File: config.mk
export PLATFORM = sky130hd
export DESIGN_NAME = ps2_kbd_ctrl_flat
export DESIGN_NICKNAME = d
export VERILOG_FILES = /design/src/rtl/ps2_kbd_if.sv /design/src/rtl/ps2_kbd_ctrl.sv /design/src/flat_wrapper.sv
export SDC_FILE = /design/constraint.sdc
export NUM_CORES = 1
export LEC_CHECK = 0
export ABC_AREA = 1
export BUFFER_PORTS_ARGS = -buffer_cell sky130_fd_sc_hd__buf_2
export CORE_UTILIZATION = 49
export CTS_CLUSTER_DIAMETER = 60
export DETAILED_ROUTE_END_ITERATION = 8
export PLACE_DENSITY = 0.77
export REMOVE_ABC_BUFFERS = 1
export SLEW_MARGIN = 5
export SYNTH_ARGS = -nofsm -noshare
export SYNTH_HDL_FRONTEND = slang
export SYNTH_SLANG_ARGS = --single-unit
File: constraint.sdc
create_clock -name i_clk -period 2.8 [get_ports i_clk]
set_input_delay 0.42 -clock i_clk [delete_from_list [all_inputs] [get_ports i_clk]]
set_output_delay 0.42 -clock i_clk [all_outputs]
set_load 0.03 [all_outputs]
File: src/rtl/ps2_kbd_if.sv
// Bundle of command, scancode, LED-request and status signals between the PS/2
// keyboard controller and its surroundings (transceiver and host registers).
interface ps2_kbd_if;
  logic       o_cmd_val;
  logic [7:0] o_cmd;
  logic       i_tx_ready;
  logic       i_scan_val;
  logic [7:0] i_scancode;
  logic       i_led_val;
  logic [2:0] i_led;
  logic       o_led_busy;
  logic [7:0] o_joy;
  logic       o_init_done;
  logic       o_kbd_err;

  modport master (
    output o_cmd_val, o_cmd, o_led_busy, o_joy, o_init_done, o_kbd_err,
    input  i_tx_ready, i_scan_val, i_scancode, i_led_val, i_led
  );

  modport slave (
    input  o_cmd_val, o_cmd, o_led_busy, o_joy, o_init_done, o_kbd_err,
    output i_tx_ready, i_scan_val, i_scancode, i_led_val, i_led
  );
endinterface

File: src/rtl/ps2_kbd_ctrl.sv
// PS/2 keyboard sequencer: reset/BAT/LED init with retry+timeout, LED update
// serialisation, and make/break/extended scancode decode into a joypad vector.
module ps2_kbd_ctrl #(
  parameter logic [23:0] TIMEOUT_CYC = 24'd2400000,
  parameter int          MAX_RETRY   = 2
) (
  input  logic      i_clk,
  input  logic      i_rstn,
  ps2_kbd_if.master bus
);
  typedef enum logic [2:0] {
    S_RST_TX, S_RST_WAIT, S_BAT_WAIT, S_LED_TX,
    S_LED_WAIT, S_LEDV_TX, S_LEDV_WAIT, S_RUN
  } state_t;

  localparam logic [3:0] LP_MAX_RETRY = 4'(MAX_RETRY);

  state_t      r_state, w_next, w_owner;
  logic        r_armed, r_scan_d, r_init_done, r_kbd_err;
  logic [3:0]  r_retry;
  logic [23:0] r_timer;
  logic [2:0]  r_led_latch;
  logic        r_ext, r_brk, r_hit, r_val;
  logic [2:0]  r_idx;
  logic [7:0]  r_joy;
  logic        w_rx_evt, w_is_tx, w_is_wait, w_timeout, w_cmd_val;
  logic        w_ok, w_fail, w_retry_inc, w_retry_clr, w_err_set, w_led_acc;
  logic [7:0]  w_cmd_byte, w_byte;
  logic [3:0]  w_lk;

  // {hit, bit index} for a scancode given the extended-prefix flag
  function automatic logic [3:0] key_lookup(input logic ext, input logic [7:0] code);
    logic [3:0] res;
    res = 4'b0000;
    if (!ext) begin
      case (code)
        8'h42:   res = {1'b1, 3'd0};
        8'h3B:   res = {1'b1, 3'd1};
        8'h29:   res = {1'b1, 3'd2};
        8'h5A:   res = {1'b1, 3'd3};
        default: res = 4'b0000;
      endcase
    end else begin
      case (code)
        8'h75:   res = {1'b1, 3'd4};
        8'h72:   res = {1'b1, 3'd5};
        8'h6B:   res = {1'b1, 3'd6};
        8'h74:   res = {1'b1, 3'd7};
        default: res = 4'b0000;
      endcase
    end
    return res;
  endfunction

  assign w_byte    = bus.i_scancode;
  assign w_rx_evt  = bus.i_scan_val & ~r_scan_d;
  assign w_is_tx   = (r_state == S_RST_TX) || (r_state == S_LED_TX) || (r_state == S_LEDV_TX);
  assign w_is_wait = (r_state == S_RST_WAIT) || (r_state == S_BAT_WAIT) ||
                     (r_state == S_LED_WAIT) || (r_state == S_LEDV_WAIT);
  assign w_timeout = w_is_wait && (r_timer >= TIMEOUT_CYC);
  // r_armed keeps the strobe low in the first cycle out of reset
  assign w_cmd_val = r_armed & bus.i_tx_ready & w_is_tx;
  assign w_led_acc = (r_state == S_RUN) & bus.i_led_val;
  assign w_lk      = key_lookup(r_ext, w_byte);

  always_comb begin
    w_cmd_byte = 8'h00;
    case (r_state)
      S_RST_TX:  w_cmd_byte = 8'hFF;
      S_LED_TX:  w_cmd_byte = 8'hED;
      S_LEDV_TX: w_cmd_byte = {5'b0, r_led_latch};
      default:   w_cmd_byte = 8'h00;
    endcase
  end

  assign bus.o_cmd_val   = w_cmd_val;
  assign bus.o_cmd       = w_cmd_val ? w_cmd_byte : 8'h00;
  assign bus.o_led_busy  = (r_state != S_RUN);
  assign bus.o_joy       = r_joy;
  assign bus.o_init_done = r_init_done;
  assign bus.o_kbd_err   = r_kbd_err;

  always_comb begin
    w_next      = r_state;
    w_owner     = S_RST_TX;
    w_ok        = 1'b0;
    w_fail      = 1'b0;
    w_retry_inc = 1'b0;
    w_retry_clr = 1'b0;
    w_err_set   = 1'b0;
    case (r_state)
      S_RST_TX:  if (w_cmd_val) w_next = S_RST_WAIT;
      S_RST_WAIT: begin
        w_owner = S_RST_TX;
        if (w_rx_evt) begin
          if (w_byte == 8'hFA) begin w_ok = 1'b1; w_next = S_BAT_WAIT; end
          else w_fail = 1'b1;
        end else if (w_timeout) w_fail = 1'b1;
      end
      S_BAT_WAIT: begin
        w_owner = S_RST_TX;
        if (w_rx_evt) begin
          if (w_byte == 8'hAA) begin w_ok = 1'b1; w_next = S_LED_TX; end
          else if (w_byte == 8'hFC || w_byte == 8'hFE) w_fail = 1'b1;
        end else if (w_timeout) w_fail = 1'b1;
      end
      S_LED_TX:  if (w_cmd_val) w_next = S_LED_WAIT;
      S_LED_WAIT: begin
        w_owner = S_LED_TX;
        if (w_rx_evt) begin
          if (w_byte == 8'hFA) begin w_ok = 1'b1; w_next = S_LEDV_TX; end
          else w_fail = 1'b1;
        end else if (w_timeout) w_fail = 1'b1;
      end
      S_LEDV_TX: if (w_cmd_val) w_next = S_LEDV_WAIT;
      S_LEDV_WAIT: begin
        w_owner = S_LED_TX;
        if (w_rx_evt) begin
          if (w_byte == 8'hFA) begin w_ok = 1'b1; w_next = S_RUN; end
          else w_fail = 1'b1;
        end else if (w_timeout) w_fail = 1'b1;
      end
      S_RUN:     if (w_led_acc) w_next = S_LED_TX;
      default:   w_next = S_RST_TX;
    endcase
    if (w_fail) begin
      if (r_retry < LP_MAX_RETRY) begin
        w_retry_inc = 1'b1;
        w_next      = w_owner;
      end else begin
        w_err_set   = 1'b1;
        w_retry_clr = 1'b1;
        w_next      = S_RUN;
      end
    end
  end

  always_ff @(posedge i_clk or negedge i_rstn) begin
    if (!i_rstn) begin
      r_state     <= S_RST_TX;
      r_armed     <= 1'b0;
      r_scan_d    <= 1'b0;
      r_init_done <= 1'b0;
      r_kbd_err   <= 1'b0;
      r_retry     <= 4'd0;
      r_timer     <= 24'd0;
      r_led_latch <= 3'd0;
    end else begin
      r_state  <= w_next;
      r_armed  <= 1'b1;
      r_scan_d <= bus.i_scan_val;
      if (w_next == S_RUN) r_init_done <= 1'b1;
      if (w_err_set)       r_kbd_err   <= 1'b1;
      if (w_ok || w_retry_clr) r_retry <= 4'd0;
      else if (w_retry_inc)    r_retry <= r_retry + 4'd1;
      if ((w_next != r_state) || w_rx_evt) r_timer <= 24'd0;
      else if (w_is_wait)                  r_timer <= r_timer + 24'd1;
      if (w_led_acc) r_led_latch <= bus.i_led;
    end
  end

  // Decode stage registers the lookup; the joypad bit lands one cycle later
  always_ff @(posedge i_clk or negedge i_rstn) begin
    if (!i_rstn) begin
      r_ext <= 1'b0;
      r_brk <= 1'b0;
      r_hit <= 1'b0;
      r_val <= 1'b0;
      r_idx <= 3'd0;
      r_joy <= 8'h00;
    end else begin
      r_hit <= 1'b0;
      if ((r_state == S_RUN) && w_rx_evt) begin
        case (w_byte)
          8'hE0:               r_ext <= 1'b1;
          8'hF0:               r_brk <= 1'b1;
          8'hFA, 8'hAA, 8'hFE: ;
          default: begin
            r_ext <= 1'b0;
            r_brk <= 1'b0;
            r_hit <= w_lk[3];
            r_idx <= w_lk[2:0];
            r_val <= ~r_brk;
          end
        endcase
      end
      if (r_hit) r_joy[r_idx] <= r_val;
    end
  end
endmodule

File: src/flat_wrapper.sv
// flat-port wrapper written by rule: the top's interface ports become plain ports
module ps2_kbd_ctrl_flat 
#(
  parameter logic [23:0] TIMEOUT_CYC = 24'd2400000,
  parameter int          MAX_RETRY   = 2
)
  (i_clk, i_rstn, bus_o_cmd_val, bus_o_cmd, bus_o_led_busy, bus_o_joy, bus_o_init_done, bus_o_kbd_err, bus_i_tx_ready, bus_i_scan_val, bus_i_scancode, bus_i_led_val, bus_i_led);
  ps2_kbd_if bus_i ();
  input  logic i_clk;
  input  logic i_rstn;
  output wire logic [$bits(bus_i.o_cmd_val)-1:0] bus_o_cmd_val;
  output wire logic [$bits(bus_i.o_cmd)-1:0] bus_o_cmd;
  output wire logic [$bits(bus_i.o_led_busy)-1:0] bus_o_led_busy;
  output wire logic [$bits(bus_i.o_joy)-1:0] bus_o_joy;
  output wire logic [$bits(bus_i.o_init_done)-1:0] bus_o_init_done;
  output wire logic [$bits(bus_i.o_kbd_err)-1:0] bus_o_kbd_err;
  input wire logic [$bits(bus_i.i_tx_ready)-1:0] bus_i_tx_ready;
  input wire logic [$bits(bus_i.i_scan_val)-1:0] bus_i_scan_val;
  input wire logic [$bits(bus_i.i_scancode)-1:0] bus_i_scancode;
  input wire logic [$bits(bus_i.i_led_val)-1:0] bus_i_led_val;
  input wire logic [$bits(bus_i.i_led)-1:0] bus_i_led;
  assign bus_o_cmd_val = bus_i.o_cmd_val;
  assign bus_o_cmd = bus_i.o_cmd;
  assign bus_o_led_busy = bus_i.o_led_busy;
  assign bus_o_joy = bus_i.o_joy;
  assign bus_o_init_done = bus_i.o_init_done;
  assign bus_o_kbd_err = bus_i.o_kbd_err;
  assign bus_i.i_tx_ready = bus_i_tx_ready;
  assign bus_i.i_scan_val = bus_i_scan_val;
  assign bus_i.i_scancode = bus_i_scancode;
  assign bus_i.i_led_val = bus_i_led_val;
  assign bus_i.i_led = bus_i_led;
  ps2_kbd_ctrl #(.TIMEOUT_CYC(TIMEOUT_CYC), .MAX_RETRY(MAX_RETRY)) u_core (.i_clk(i_clk), .i_rstn(i_rstn), .bus(bus_i));
endmodule
; ---- After elaboration in Yosys (flattened, before gate mapping)
; Index checks and enable logic that the tools add are counted.
[word_totals]
ff_bits = 53
out_inout_bits = 20
elab_cells = 123
input_bits = 16
[op_classes]
bitwise = 9
order_cmp = 4
mux = 48
reduce_logical = 22
n_addsub = 2
eq_ne = 24
[ops]
columns = cell, count
row1 = $eq 8x7->1 const B, 6
row2 = $eq 8x8->1 const B, 6
row3 = $mux 24, 2
row4 = $mux 3, 14
row5 = $pmux 4 s4, 2
row6 = $add 24x1->24 const B, 1
row7 = $ge 24x22->1 const B, 1
row8 = $pmux 3 s8, 1
row9 = $pmux 8 s3, 1
row10 = $mux 1, 17
row11 = $eq 8x6->1 const B, 2
row12 = $eq 3x3->1 const B, 5
row13 = $mux 4, 3
row14 = $bwmux 8, 1
row15 = $logic_or 1x1->1, 8
row16 = $mux 8, 1
row17 = $pmux 1 s2, 4
row18 = $reduce_or 4->1, 2
row19 = $eq 3x2->1 const B, 2
row20 = $reduce_and 2->1, 3
row21 = $not 1->1, 5
row22 = $reduce_or 5->1, 1
row23 = $add 4x1->4 const B, 1
row24 = $and 1x1->1, 4
row25 = 13 further kinds, 16

; ---- Longest topological paths before layout
; Gate-level depths: netlist of the first run.
[logic_depth]
word_depth = 12
mapped_depth = 18
ltp_nobuf = 17

; ---- Least setup slack after synthesis of the first run
; Ideal clock, no wire load.
[synth_timing]
kind = input -> output
startpoint = input port bus_i_tx_ready
endpoint = output port bus_o_cmd[0]
stages = 4
path_slack_ns = 0.893
arrival_ns = 1.487
required_time_ns = 2.380
path_buffers = 0
path_cell_list = nand2_1 -> nor2_1 -> nand3_1 -> o21ai_0
[synth_between]
elab_chain_cells = 3
[synth_lines]
columns = element, line
row1 = from (decl), flat_wrapper.sv:17  ; input wire logic [$bits(bus_i.i_tx_ready)-1:0] bus_i_tx_ready;
row2 = $and 1x1->1 (2 in series), ps2_kbd_ctrl.sv:62  ; assign w_cmd_val = r_armed & bus.i_tx_ready & w_is_tx;
row3 = $mux 8, ps2_kbd_ctrl.sv:77  ; assign bus.o_cmd = w_cmd_val ? w_cmd_byte : 8'h00;
row4 = to (decl), flat_wrapper.sv:12  ; output wire logic [$bits(bus_i.o_cmd)-1:0] bus_o_cmd;
; No other way between the ends.

; ---- Final worst setup path of the first run
[layout_timing]
startpoint = register u_core.r_state[2]
endpoint = register u_core.r_timer[0]
[layout_between]
elab_chain_cells = 12
word_cells_on_any_way = 42
cone_classes = eq/ne: 8 / mux: 21 / bitwise: 2 / reduce/logical: 11
[layout_lines]
columns = element, line
row1 = from (decl), ps2_kbd_ctrl.sv:18  ; state_t r_state, w_next, w_owner;
row2 = from (signal assigned), ps2_kbd_ctrl.sv:149  ; r_state <= w_next;
row3 = $eq 3x1->1 / $eq 3x2->1 (equally long branches), "ps2_kbd_ctrl.sv:58, ps2_kbd_ctrl.sv:91"
row4 = $logic_or 1x1->1 (2 in series), ps2_kbd_ctrl.sv:58  ; assign w_is_wait = (r_state == S_RST_WAIT) || (r_state == S_BAT_WAIT) ||
row5 = $logic_or 1x1->1, ps2_kbd_ctrl.sv:59  ; (r_state == S_LED_WAIT) || (r_state == S_LEDV_WAIT);
row6 = $logic_and 1x1->1, ps2_kbd_ctrl.sv:60  ; assign w_timeout = w_is_wait && (r_timer >= TIMEOUT_CYC);
row7 = $mux 1, n/a
row8 = "$mux 1, on equally long branches", "ps2_kbd_ctrl.sv:110, ps2_kbd_ctrl.sv:102"
row9 = $pmux 1 s2, ps2_kbd_ctrl.sv:91  ; case (r_state)
row10 = $mux 3, ps2_kbd_ctrl.sv:126  ; if (w_fail) begin
row11 = $ne 3x3->1, ps2_kbd_ctrl.sv:156  ; if ((w_next != r_state) || w_rx_evt) r_timer <= 24'd0;
row12 = $logic_or 1x1->1, ps2_kbd_ctrl.sv:156
row13 = $mux 24 / $reduce_bool 2->1 (equally long branches), n/a
row14 = to (signal assigned), ps2_kbd_ctrl.sv:157  ; else if (w_is_wait) r_timer <= r_timer + 24'd1;
row15 = to (decl), ps2_kbd_ctrl.sv:21  ; logic [23:0] r_timer;
; Several ways; a longest one is shown, not always the timed one.
; A chain may end at the register's enable or synchronous reset.

==> impl_metrics.tcl, run 1 <==
set metrics [dict create \
    outcome "complete, no violations" \
    fillCellCount 593 \
    first_global_vias 2565 \
    internal_power_mw 1.428 \
    worstPathRequired_ns 3.05 \
    cts-buffers-inserted 5 \
    io_buffers 35 \
    regToRegEndpoint "u_core.r_timer[0]$_DFFE_PN0P_" \
    num_antenna_cells 0 \
    maxSlewViolCount 0 \
    synth.cell_area_um2 3272 \
    synth-edff-count 0 \
    rsz0062_at_grt "no" \
    global_route.usage.total_pct 19.47 \
    post_synth_inst_count 407 \
    timing.final.hold_violations 0 \
    switchingPower_mw 1.238 \
    grt_overflow 0 \
    totalNegativeSetupSlack_ns 0 \
    postCtsSetupBuffers 0 \
    numClockSinks 53 \
    clk_root_buffer_cell "sky130_fd_sc_hd__clkbuf_8" \
    hold_class "in2async" \
    cellPowerDensity_nw_per_um2 742.5 \
    ys_dominant_reg_cell "sky130_fd_sc_hd__dfrtp_1" \
    maximum_vdd_drop_mv 0.5904 \
    worst-slew-pin-transition_ns 0.6550 \
    maxSlewHeadroom_pct 56.33 \
    ranking_of_synthesized_cells_by_area "sky130_fd_sc_hd__dfrtp_1 (41%), sky130_fd_sc_hd__nand2_1 (8.7%), sky130_fd_sc_hd__nor2_4 (7.9%)" \
    syn_area_per_cell_um2 8.039 \
    synthToLayoutAreaGrowth_pct 9.751 \
    post_synth_cell_types 42 \
    post_drt_wl_per_cell_um 11.78 \
    dr.pass1.iters 4 \
    dp_slack_ns 0.4224 \
    fraction_of_layout_cells_with_a_size_suffix_above_1_pct 22.42 \
    post-route-period-util_pct 83.43 \
    number_of_antenna_violations_at_the_first_check_in_global_routing 0 \
    clock_power_share_pct 17.2 \
    fp-row-count 29 \
    yosys-mux-area-fraction_pct 0 \
    gp_routability_congestion 0.9385 \
    die-width_um 83.72 \
    vias_per_cell 5.191 \
    maxClockFrequency_mhz 428.1 \
    yosys.area_share.xor_xnor_pct 4.551 \
    worstPathMaxFanout 13 \
    synth_largest_area_cell "sky130_fd_sc_hd__dfrtp_1" \
    clockBufferDepth 2 \
    grt_start_max_net_pins 54 \
    ys.warnings.count 0 \
    boundaryPins 36 \
    routed-via-count 2715 \
    cellLeakagePower_nw 1.733 \
    synth-seq-cells 53 \
    shortest_clock_period_the_worst_path_allows_after_layout_ns 2.336 \
    post-route-drc-count 0 \
    simple_gate_share_of_the_synthesized_area_pct 33.61 \
    synth_top_family_by_area "simple AND/OR/NAND/NOR gates" \
    r2r.worst_path.cells 15 \
    tritoncts_clock_tree "yes" \
    post_cts_resized 0 \
    clock-skew-final_ns 0.01254 \
    core_area_um2 6386 \
    ys_seq_area_share_pct 40.54 \
    finalNetCount 464 \
    critical_path.endpoint_type "flip-flop" \
    timing.critical_path.arrival_ns 2.59 \
    hpwl_um 4689 \
    ff2ff_setup_slack_ns 0.46 \
    combPwrFrac_pct 45.7 \
    postSynth.asyncResetShare_pct 100.0 \
    sequential_fraction_of_design_power_pct 37.1 \
    initialDrtViolationCount 197 \
    register_area_um2 1326 \
    clkLatencyLatePin_ns 0.32 \
    drv_cap 0 \
    multi_input_area_um2 1638 \
    cts_hold_buffers 0 \
    netlist.area_leader.share_pct 40.54 \
    htree_levels 2 \
    critical_path.startpoint_type "flip-flop" \
    grt_pass1_wl_um 11160 \
    timing.final.ws_setup_ns 0.4640 \
    swShare_pct 46.44 \
    drt.antenna.violating_nets 0 \
    die_area_um2 7008 \
    clk_transition_reported_paths_ns 0.10 \
    start_util_pct 51.23 \
    route.final.wire_length_um 6163 \
    timing.setup.critical_path_class "reg2reg" \
    finalSetupViolCount 0 \
    rr_startpoint "u_core.r_state[2]$_DFF_PN0_" \
    fp.dieH_um 83.72 \
    synth_compound_area_share_pct 10.63 \
    post_synth_fa_ha_maj_area_fraction_pct 1.147 \
    postLayoutCoreUtil_pct 56.23 \
]
==> power by group through the flow <==
stage          combinational [mW]  sequential, mW  clock (mW)
6_report                     1.22           0.989       0.458
4_1_cts                      1.23           0.990       0.474
5_1_grt                      1.36            1.00       0.495
2_1_floorplan               0.918           0.989           0
3_3_place_gp                 1.20            1.00           0
3_5_place_dp                 1.23            1.00           0
==> per-layer routing <==
metal | GRT usage [%] | vias to the layer above | part of all wire, %
met2 | 32.00 | 63 | 48
met3 | 3.462 | 8 | 4.1
met4 | 7.858 | 0 | 1.7
met1 | 25.42 | 1259 | 47
met5 | 0 | - | 0
li1 | - | 1385 | -
==> final cells by class <==
| type | instances | share of cell area, % |
|---|---|---|
| clock buffer | 5 | 1.916 |
| clock inverter | 3 | 0.6969 |
| tap | 77 | 2.683 |
| timing repair buffer | 38 | 5.854 |
| multi-input combinational | 287 | 45.61 |
| inverter | 60 | 6.307 |
| sequential | 53 | 36.93 |
==> synth_stat cells, types with 2 or more instances <==
cell type / n
sky130_fd_sc_hd__xnor2_1: 3
sky130_fd_sc_hd__nor2_2: 5
sky130_fd_sc_hd__o2111ai_1: 2
sky130_fd_sc_hd__o21bai_1: 2
sky130_fd_sc_hd__nor3_1: 7
sky130_fd_sc_hd__inv_1: 52
sky130_fd_sc_hd__nor2_1: 44
sky130_fd_sc_hd__a31oi_1: 11
sky130_fd_sc_hd__a21oi_1: 16
sky130_fd_sc_hd__o21ai_0: 16
sky130_fd_sc_hd__inv_2: 7
sky130_fd_sc_hd__buf_4: 4
sky130_fd_sc_hd__dfrtp_1: 53
sky130_fd_sc_hd__nand2_2: 10
sky130_fd_sc_hd__buf_12: 2
sky130_fd_sc_hd__nand2_4: 2
sky130_fd_sc_hd__nand2_1: 76
sky130_fd_sc_hd__nand3_1: 30
sky130_fd_sc_hd__nor4_1: 4
sky130_fd_sc_hd__nand4_1: 2
sky130_fd_sc_hd__xor2_1: 14
sky130_fd_sc_hd__nor2_4: 23
sky130_fd_sc_hd__ha_1: 3
==> worst max-delay path by stage <==
stage,start,end,slack [ns],depth (start not counted)
after global placement,bus_i_scan_val,u_core.r_timer[18]$_DFFE_PN0P_,0.45,14
after CTS,u_core.r_state[2]$_DFF_PN0_,u_core.r_timer[0]$_DFFE_PN0P_,0.44,15
after global routing,u_core.r_state[2]$_DFF_PN0_,u_core.r_timer[16]$_DFFE_PN0P_,0.21,15
final,u_core.r_state[2]$_DFF_PN0_,u_core.r_timer[0]$_DFFE_PN0P_,0.46,15
after floorplan,u_core.r_state[2]$_DFF_PN0_,u_core.r_timer[12]$_DFFE_PN0P_,0.56,14
after detailed placement,bus_i_scan_val,u_core.r_timer[2]$_DFFE_PN0P_,0.42,14
==> placed cells by master, fill, tap and decap left out, drive strengths merged <==
cell	instances
o21ai	18
a21oi	16
inv	60
clkbuf	5
o21a	1
o22ai	1
a31oi	11
a311oi	1
a32o	1
nor2	72
o2111ai	2
nor4	4
conb	1
dfrtp	53
nor3	8
o211ai	1
xnor2	3
a22oi	1
nand3	32
a21o	1
nand3b	1
o21bai	2
clkinv	2
buf	38
or2	1
nand4	2
ha	3
xor2	14
clkinvlp	1
a31o	1
nand2	88
o311ai	1
==> cell families after synthesis <==
group,Yosys count
adder cells (fa/ha/maj),3
AO/OA/AOI/OAI,58
XOR/XNOR,17
other,1
flip-flops,53
buffers and inverters,67
AND/OR/NAND/NOR,208
==> sequential cells by signal, indices dropped and copies added, names as in the netlist <==
register / count
u_core.r_hit: 1
u_core.r_timer: 24
u_core.bus.o_init_done: 1
u_core.r_armed: 1
u_core.r_scan_d: 1
u_core.bus.o_joy: 8
u_core.r_brk: 1
u_core.r_idx: 3
u_core.r_state: 3
u_core.r_val: 1
u_core.bus.o_kbd_err: 1
u_core.r_led_latch: 3
u_core.r_retry: 4
u_core.r_ext: 1
==> metrics by stage <==
stage	cell area [µm²]	power, mW	instances	hold WS, ns
final	3591	2.666	523	0.1951
after CTS	3591	2.694	523	0.2042
after global routing	3591	2.861	523	0.2074
after global placement	3497	2.197	515	0.4538
after detailed placement	3497	2.230	515	0.4537
after floorplan	3191	1.907	400	0.1244
==> worst max-delay path, cell delays in order (launching register included) <==
cell and delay, ns:
sky130_fd_sc_hd__dfrtp_1 0.53, sky130_fd_sc_hd__clkinv_2 0.18, sky130_fd_sc_hd__nand3_1 0.12, sky130_fd_sc_hd__nand2_1 0.09, sky130_fd_sc_hd__inv_2 0.08, sky130_fd_sc_hd__nand2_2 0.05
sky130_fd_sc_hd__nand2_1 0.08, sky130_fd_sc_hd__nand2_2 0.09, sky130_fd_sc_hd__nand2_4 0.12, sky130_fd_sc_hd__nand2_1 0.06, sky130_fd_sc_hd__nand3_1 0.10, sky130_fd_sc_hd__nand2_2 0.07
sky130_fd_sc_hd__nor2_4 0.10, sky130_fd_sc_hd__nand3_4 0.25, sky130_fd_sc_hd__buf_12 0.27, sky130_fd_sc_hd__nor2_4 0.08
Power figures use the tool's default switching activity.
==> inputs of run 2 (changes only) <==
Clock period 2.8 ns to 2.4 ns, I/O delays scaled along.
==> impl_metrics.tcl, run 2 (synthesized netlist as in run 1, its figures left out) <==
set metrics [dict create \
    boundaryPins 36 \
    numPlacedInstances 518 \
    synthToLayoutAreaGrowth_pct 10.63 \
    io_buffers 35 \
    gp_routability_congestion 0.9842 \
    outcome "complete, no violations" \
    vias_per_cell 5.055 \
    cts-buffers-inserted 5 \
    grt_overflow 0 \
    layout.cells.most_common "sky130_fd_sc_hd__nand2_1" \
    clock-skew-final_ns 0.01004 \
    grt_pass1_wl_um 11100 \
    regMostFlops "u_core.r_timer" \
    finalNetCount 468 \
    critical_path.startpoint_type "flip-flop" \
    route.final.wire_length_um 6025 \
    number_of_antenna_violations_at_the_first_check_in_global_routing 0 \
    totalNegativeSetupSlack_ns 0 \
    initialDrtViolationCount 188 \
    clk_transition_reported_paths_ns 0.10 \
    largest_reg_flops 24 \
    rsz0062_at_grt "no" \
    timing.final.hold_violations 0 \
    grt_start_max_net_pins 21 \
    global_route.usage.total_pct 19.06 \
    tritoncts_clock_tree "yes" \
    timing.critical_path.arrival_ns 2.39 \
    die-width_um 83.72 \
    cellPowerDensity_nw_per_um2 850.0 \
    numClockSinks 53 \
    maxClockFrequency_mhz 454.9 \
    fp.dieH_um 83.72 \
    dr.pass1.iters 4 \
    worstPathRequired_ns 2.59 \
    clkLatencyLatePin_ns 0.30 \
    start_util_pct 51.23 \
    core_area_um2 6386 \
    routed-via-count 2664 \
    htree_levels 2 \
    most-common-layout-cells "sky130_fd_sc_hd__nand2_1 (76), sky130_fd_sc_hd__inv_1 (52), sky130_fd_sc_hd__dfrtp_1 (52)" \
    worstPathMaxFanout 9 \
    drv_cap 0 \
    postLayoutCoreUtil_pct 56.68 \
    post-route-period-util_pct 91.60 \
    post-route-drc-count 0 \
    fillCellCount 594 \
    maxSlewViolCount 0 \
    finalNonFillerCells 527 \
    hpwl_um 4671 \
    cellLeakagePower_nw 1.748 \
    postCtsSetupBuffers 0 \
    maximum_vdd_drop_mv 0.7657 \
    finalSetupViolCount 0 \
    first_global_vias 2631 \
    clk_root_buffer_cell "sky130_fd_sc_hd__clkbuf_8" \
    hold_class "in2reg" \
    critical_path.endpoint_type "flip-flop" \
    clockBufferDepth 2 \
    post_drt_wl_per_cell_um 11.43 \
    drt.antenna.violating_nets 0 \
    fraction_of_layout_cells_with_a_size_suffix_above_1_pct 23.33 \
    power_mw 3.077 \
    timing.setup.critical_path_class "reg2reg" \
    num_antenna_cells 0 \
    shortest_clock_period_the_worst_path_allows_after_layout_ns 2.199 \
    fp-row-count 29 \
    die_area_um2 7008 \
]
## run 2: layer usage
metal  up-vias  routed length [µm]  track usage (%)
li1       1385                   -                -
met2        56                2872            33.19
met3         8                 228            3.561
met1      1215                2865            23.72
met4         0                  59            6.471
met5         -                   0                0
## run 2: what timing repair did
action                                  4_1_cts  5_1_grt
endpoints found under the setup margin        0       14
hold endpoints to repair                     18        0
gates resized for setup                       0        2
hold buffers                                  1        0
## run 2: worst paths after layout
path	to	depth (start not counted)	slack [ns]	startpoint
min	u_core.r_scan_d$_DFF_PN0_	1	0.17	bus_i_scan_val
max reg2reg	u_core.r_timer[7]$_DFFE_PN0P_	15	0.20	u_core.r_state[1]$_DFF_PN0_
min reg2reg	u_core.r_val$_DFFE_PN0P_	1	0.46	u_core.r_brk$_DFFE_PN0P_
max	u_core.r_timer[7]$_DFFE_PN0P_	15	0.20	u_core.r_state[1]$_DFF_PN0_
min in group asynchronous	u_core.r_scan_d$_DFF_PN0_	2	0.53	i_rstn
max in group asynchronous	u_core.r_timer[16]$_DFFE_PN0P_	3	1.22	i_rstn
## run 2: where the power goes
group          internal, mW  switching [mW]  total, mW
clock                 0.202           0.281      0.483
combinational         0.439            1.01       1.45
sequential             1.03           0.113       1.15
total                  1.68            1.40       3.08
## run 2: through the flow
stage,setup WS (ns),area (µm²),hold WS (ns)
detailed placement,0.1792,3520,0.3312
finish,0.2015,3620,0.1725
CTS,0.1595,3616,0.1620
floorplan,0.1552,3191,0.06441
global route,0.01246,3620,0.1548
global placement,0.2299,3520,0.3335
## run 2: critical path, stage by stage, from the launching register on
cell,delay [ns]
sky130_fd_sc_hd__dfrtp_1,0.44
sky130_fd_sc_hd__inv_1,0.16
sky130_fd_sc_hd__nand3_1,0.11
sky130_fd_sc_hd__nand2_1,0.12
sky130_fd_sc_hd__inv_2,0.06
sky130_fd_sc_hd__nand2_2,0.14
sky130_fd_sc_hd__nand2_1,0.10
sky130_fd_sc_hd__nand2_2,0.12
sky130_fd_sc_hd__nand2_4,0.09
sky130_fd_sc_hd__nand2_2,0.10
sky130_fd_sc_hd__nand2_1,0.07
sky130_fd_sc_hd__nand2_1,0.07
sky130_fd_sc_hd__nand2_1,0.09
sky130_fd_sc_hd__nand3_4,0.10
sky130_fd_sc_hd__buf_4,0.26
sky130_fd_sc_hd__nor2_4,0.04
## run 2: area by class of cell
cell class	count	area, µm²	share of cell area [%]
Sequential cell	53	1328	36.67
Tap cell	77	96.34	2.662
Multi-Input combinational cell	287	1640	45.32
Clock inverter	3	17.52	0.4839
Clock buffer	5	68.82	1.901
Timing Repair Buffer	42	242.7	6.706
Inverter	60	226.5	6.256
==> inputs of run 3 (changes only) <==
Settings changed: BUFFER_PORTS_ARGS -buffer_cell sky130_fd_sc_hd__buf_2 to default, DONT_BUFFER_PORTS from default to 1, PLACE_DENSITY 0.77 to 0.72, REMOVE_ABC_BUFFERS 1 to default.
==> impl_metrics.tcl, run 3 (synthesized netlist as in run 1, its figures left out) <==
set metrics [dict create \
    outcome "complete, no violations" \
    fp-row-count 29 \
    timing.setup.critical_path_class "reg2reg" \
    num_antenna_cells 0 \
    number_of_antenna_violations_at_the_first_check_in_global_routing 0 \
    cellLeakagePower_nw 1.653 \
    synthToLayoutAreaGrowth_pct 8.528 \
    largest_reg_flops 24 \
    ff2ff_setup_slack_ns 0.18 \
    post_drt_wl_per_cell_um 11.91 \
    io_buffers 0 \
    met2_length_um 2833 \
    regMostFlops "u_core.r_timer" \
    hp-start "bus_i_scan_val" \
    dp_slack_ns 0.1716 \
    maxSlewHeadroom_pct 63.26 \
    critical_path.endpoint_type "flip-flop" \
    core_area_um2 6386 \
    timing.final.hold_violations 0 \
    hpwl_um 4505 \
    r2r.worst_path.cells 14 \
    post-route-drc-count 0 \
    power_mw 3.183 \
    htree_levels 2 \
    drt.antenna.violating_nets 0 \
    rr_startpoint "u_core.r_state[2]$_DFF_PN0_" \
    die_area_um2 7008 \
    grt_pass1_wl_um 10650 \
    layout.cells.most_common "sky130_fd_sc_hd__nand2_1" \
    holdWs_ns 0.06681 \
    start_util_pct 51.23 \
    synth.net_count 426 \
    fp.dieH_um 83.72 \
    worstPathMaxFanout 11 \
    boundaryPins 36 \
    initialDrtViolationCount 93 \
    route.final.wire_length_um 5967 \
    critical_path.startpoint_type "flip-flop" \
    fraction_of_layout_cells_with_a_size_suffix_above_1_pct 18.63 \
    hold_class "in2reg" \
    clkLatencyLatePin_ns 0.31 \
    hold_path_depth 0 \
    min_delay_worst_endpoint "u_core.r_scan_d$_DFF_PN0_" \
    timing.final.ws_setup_ns 0.1797 \
    finalSetupViolCount 0 \
    tritoncts_clock_tree "yes" \
    worstPathRequired_ns 2.66 \
    cellPowerDensity_nw_per_um2 896.4 \
    shortest_clock_period_the_worst_path_allows_after_layout_ns 2.220 \
    totalNegativeSetupSlack_ns 0 \
    post-route-period-util_pct 92.51 \
    gp_routability_congestion 0.8872 \
    clk_root_buffer_cell "sky130_fd_sc_hd__clkbuf_8" \
    cts-buffers-inserted 5 \
    grt_overflow 0 \
    numClockSinks 53 \
    die-width_um 83.72 \
    wl_on_met1_um 2842 \
    clockBufferDepth 2 \
    postLayoutCoreUtil_pct 55.60 \
    global_route.usage.total_pct 18.43 \
    worst-slew-pin-transition_ns 0.5490 \
    maxSlewViolCount 0 \
    dr.pass1.iters 4 \
    clk_transition_reported_paths_ns 0.10 \
    timing.critical_path.arrival_ns 2.48 \
    grt_start_max_net_pins 54 \
    clock-skew-final_ns 0.008299 \
    dr_wl_met3_um 221 \
    regToRegEndpoint "u_core.r_timer[21]$_DFFE_PN0P_" \
    drv_cap 0 \
    vias_per_cell 5.138 \
    finalNetCount 442 \
    most-common-layout-cells "sky130_fd_sc_hd__nand2_1 (76), sky130_fd_sc_hd__dfrtp_1 (52), sky130_fd_sc_hd__inv_1 (51)" \
    first_global_vias 2473 \
    maximum_vdd_drop_mv 0.7262 \
    routed-via-count 2574 \
    top_layer_used "met4" \
    maxClockFrequency_mhz 450.4 \
]
## run 3: cell types whose count changed in the layout (fill, tap and decap cells not counted), sizes merged
cell	delta
inv	+1
clkinvlp	-1
buf	-26
## run 3: metrics by stage
step | cell area, µm² | cells
floorplan | 3272 | 407
global placement | 3395 | 488
detailed placement | 3395 | 488
CTS | 3527 | 498
global route | 3551 | 501
finish | 3551 | 501
## run 3: how the worst max path moves through the flow
stage                           startpoint                        endpoint  slack [ns]  cells after the start
2_1_floorplan  u_core.r_state[2]$_DFF_PN0_  u_core.r_timer[22]$_DFFE_PN0P_        0.51                     14
3_3_place_gp   u_core.r_state[1]$_DFF_PN0_  u_core.r_timer[21]$_DFFE_PN0P_        0.18                     14
3_5_place_dp   u_core.r_state[2]$_DFF_PN0_  u_core.r_timer[21]$_DFFE_PN0P_        0.17                     14
4_1_cts        u_core.r_state[2]$_DFF_PN0_  u_core.r_timer[21]$_DFFE_PN0P_        0.15                     14
5_1_grt        u_core.r_state[0]$_DFF_PN0_  u_core.r_timer[21]$_DFFE_PN0P_      -0.005                     14
6_report       u_core.r_state[2]$_DFF_PN0_  u_core.r_timer[21]$_DFFE_PN0P_        0.18                     14
## run 3: worst max-delay path, cell delays in order (launching register included)
cell	delay, ns
sky130_fd_sc_hd__dfrtp_2	0.47
sky130_fd_sc_hd__clkinv_2	0.10
sky130_fd_sc_hd__nand3_1	0.09
sky130_fd_sc_hd__nand2_1	0.12
sky130_fd_sc_hd__inv_2	0.06
sky130_fd_sc_hd__nand2_2	0.06
sky130_fd_sc_hd__buf_4	0.18
sky130_fd_sc_hd__nand3_1	0.16
sky130_fd_sc_hd__nor2_2	0.21
sky130_fd_sc_hd__nand3_1	0.09
sky130_fd_sc_hd__nor2_1	0.16
sky130_fd_sc_hd__nand3_1	0.14
sky130_fd_sc_hd__o21bai_1	0.15
sky130_fd_sc_hd__inv_1	0.09
sky130_fd_sc_hd__nor2_4	0.09
## run 3: final cells by class
cell class | count | area (µm²)
fill | 604 | 2835
multi-input combinational | 287 | 1638
sequential | 53 | 1328
inverter | 60 | 226.5
timing repair buffer | 16 | 167.7
tap | 77 | 96.34
clock buffer | 5 | 68.82
clock inverter | 3 | 26.28
## run 3: what timing repair did
item,4_1_cts,5_1_grt
hold buffers,2,0
endpoints found under the hold margin,53,0
gates resized for setup,0,2
setup buffers,0,3
setup endpoints to repair,0,12
## run 3: report_power, final
group / total [mW] / internal, mW / leakage, nW / switching [mW]
sequential: 1.17 / 1.03 / 0.697 / 0.131
combinational: 1.49 / 0.494 / 0.907 / 0.998
clock: 0.526 / 0.213 / 0.0487 / 0.313
## run 3: routing by layer
metal,vias to the layer above,track usage (%)
met5,-,0
met4,0,6.009
met3,9,4.055
met2,43,29.79
met1,1186,24.57
li1,1336,-
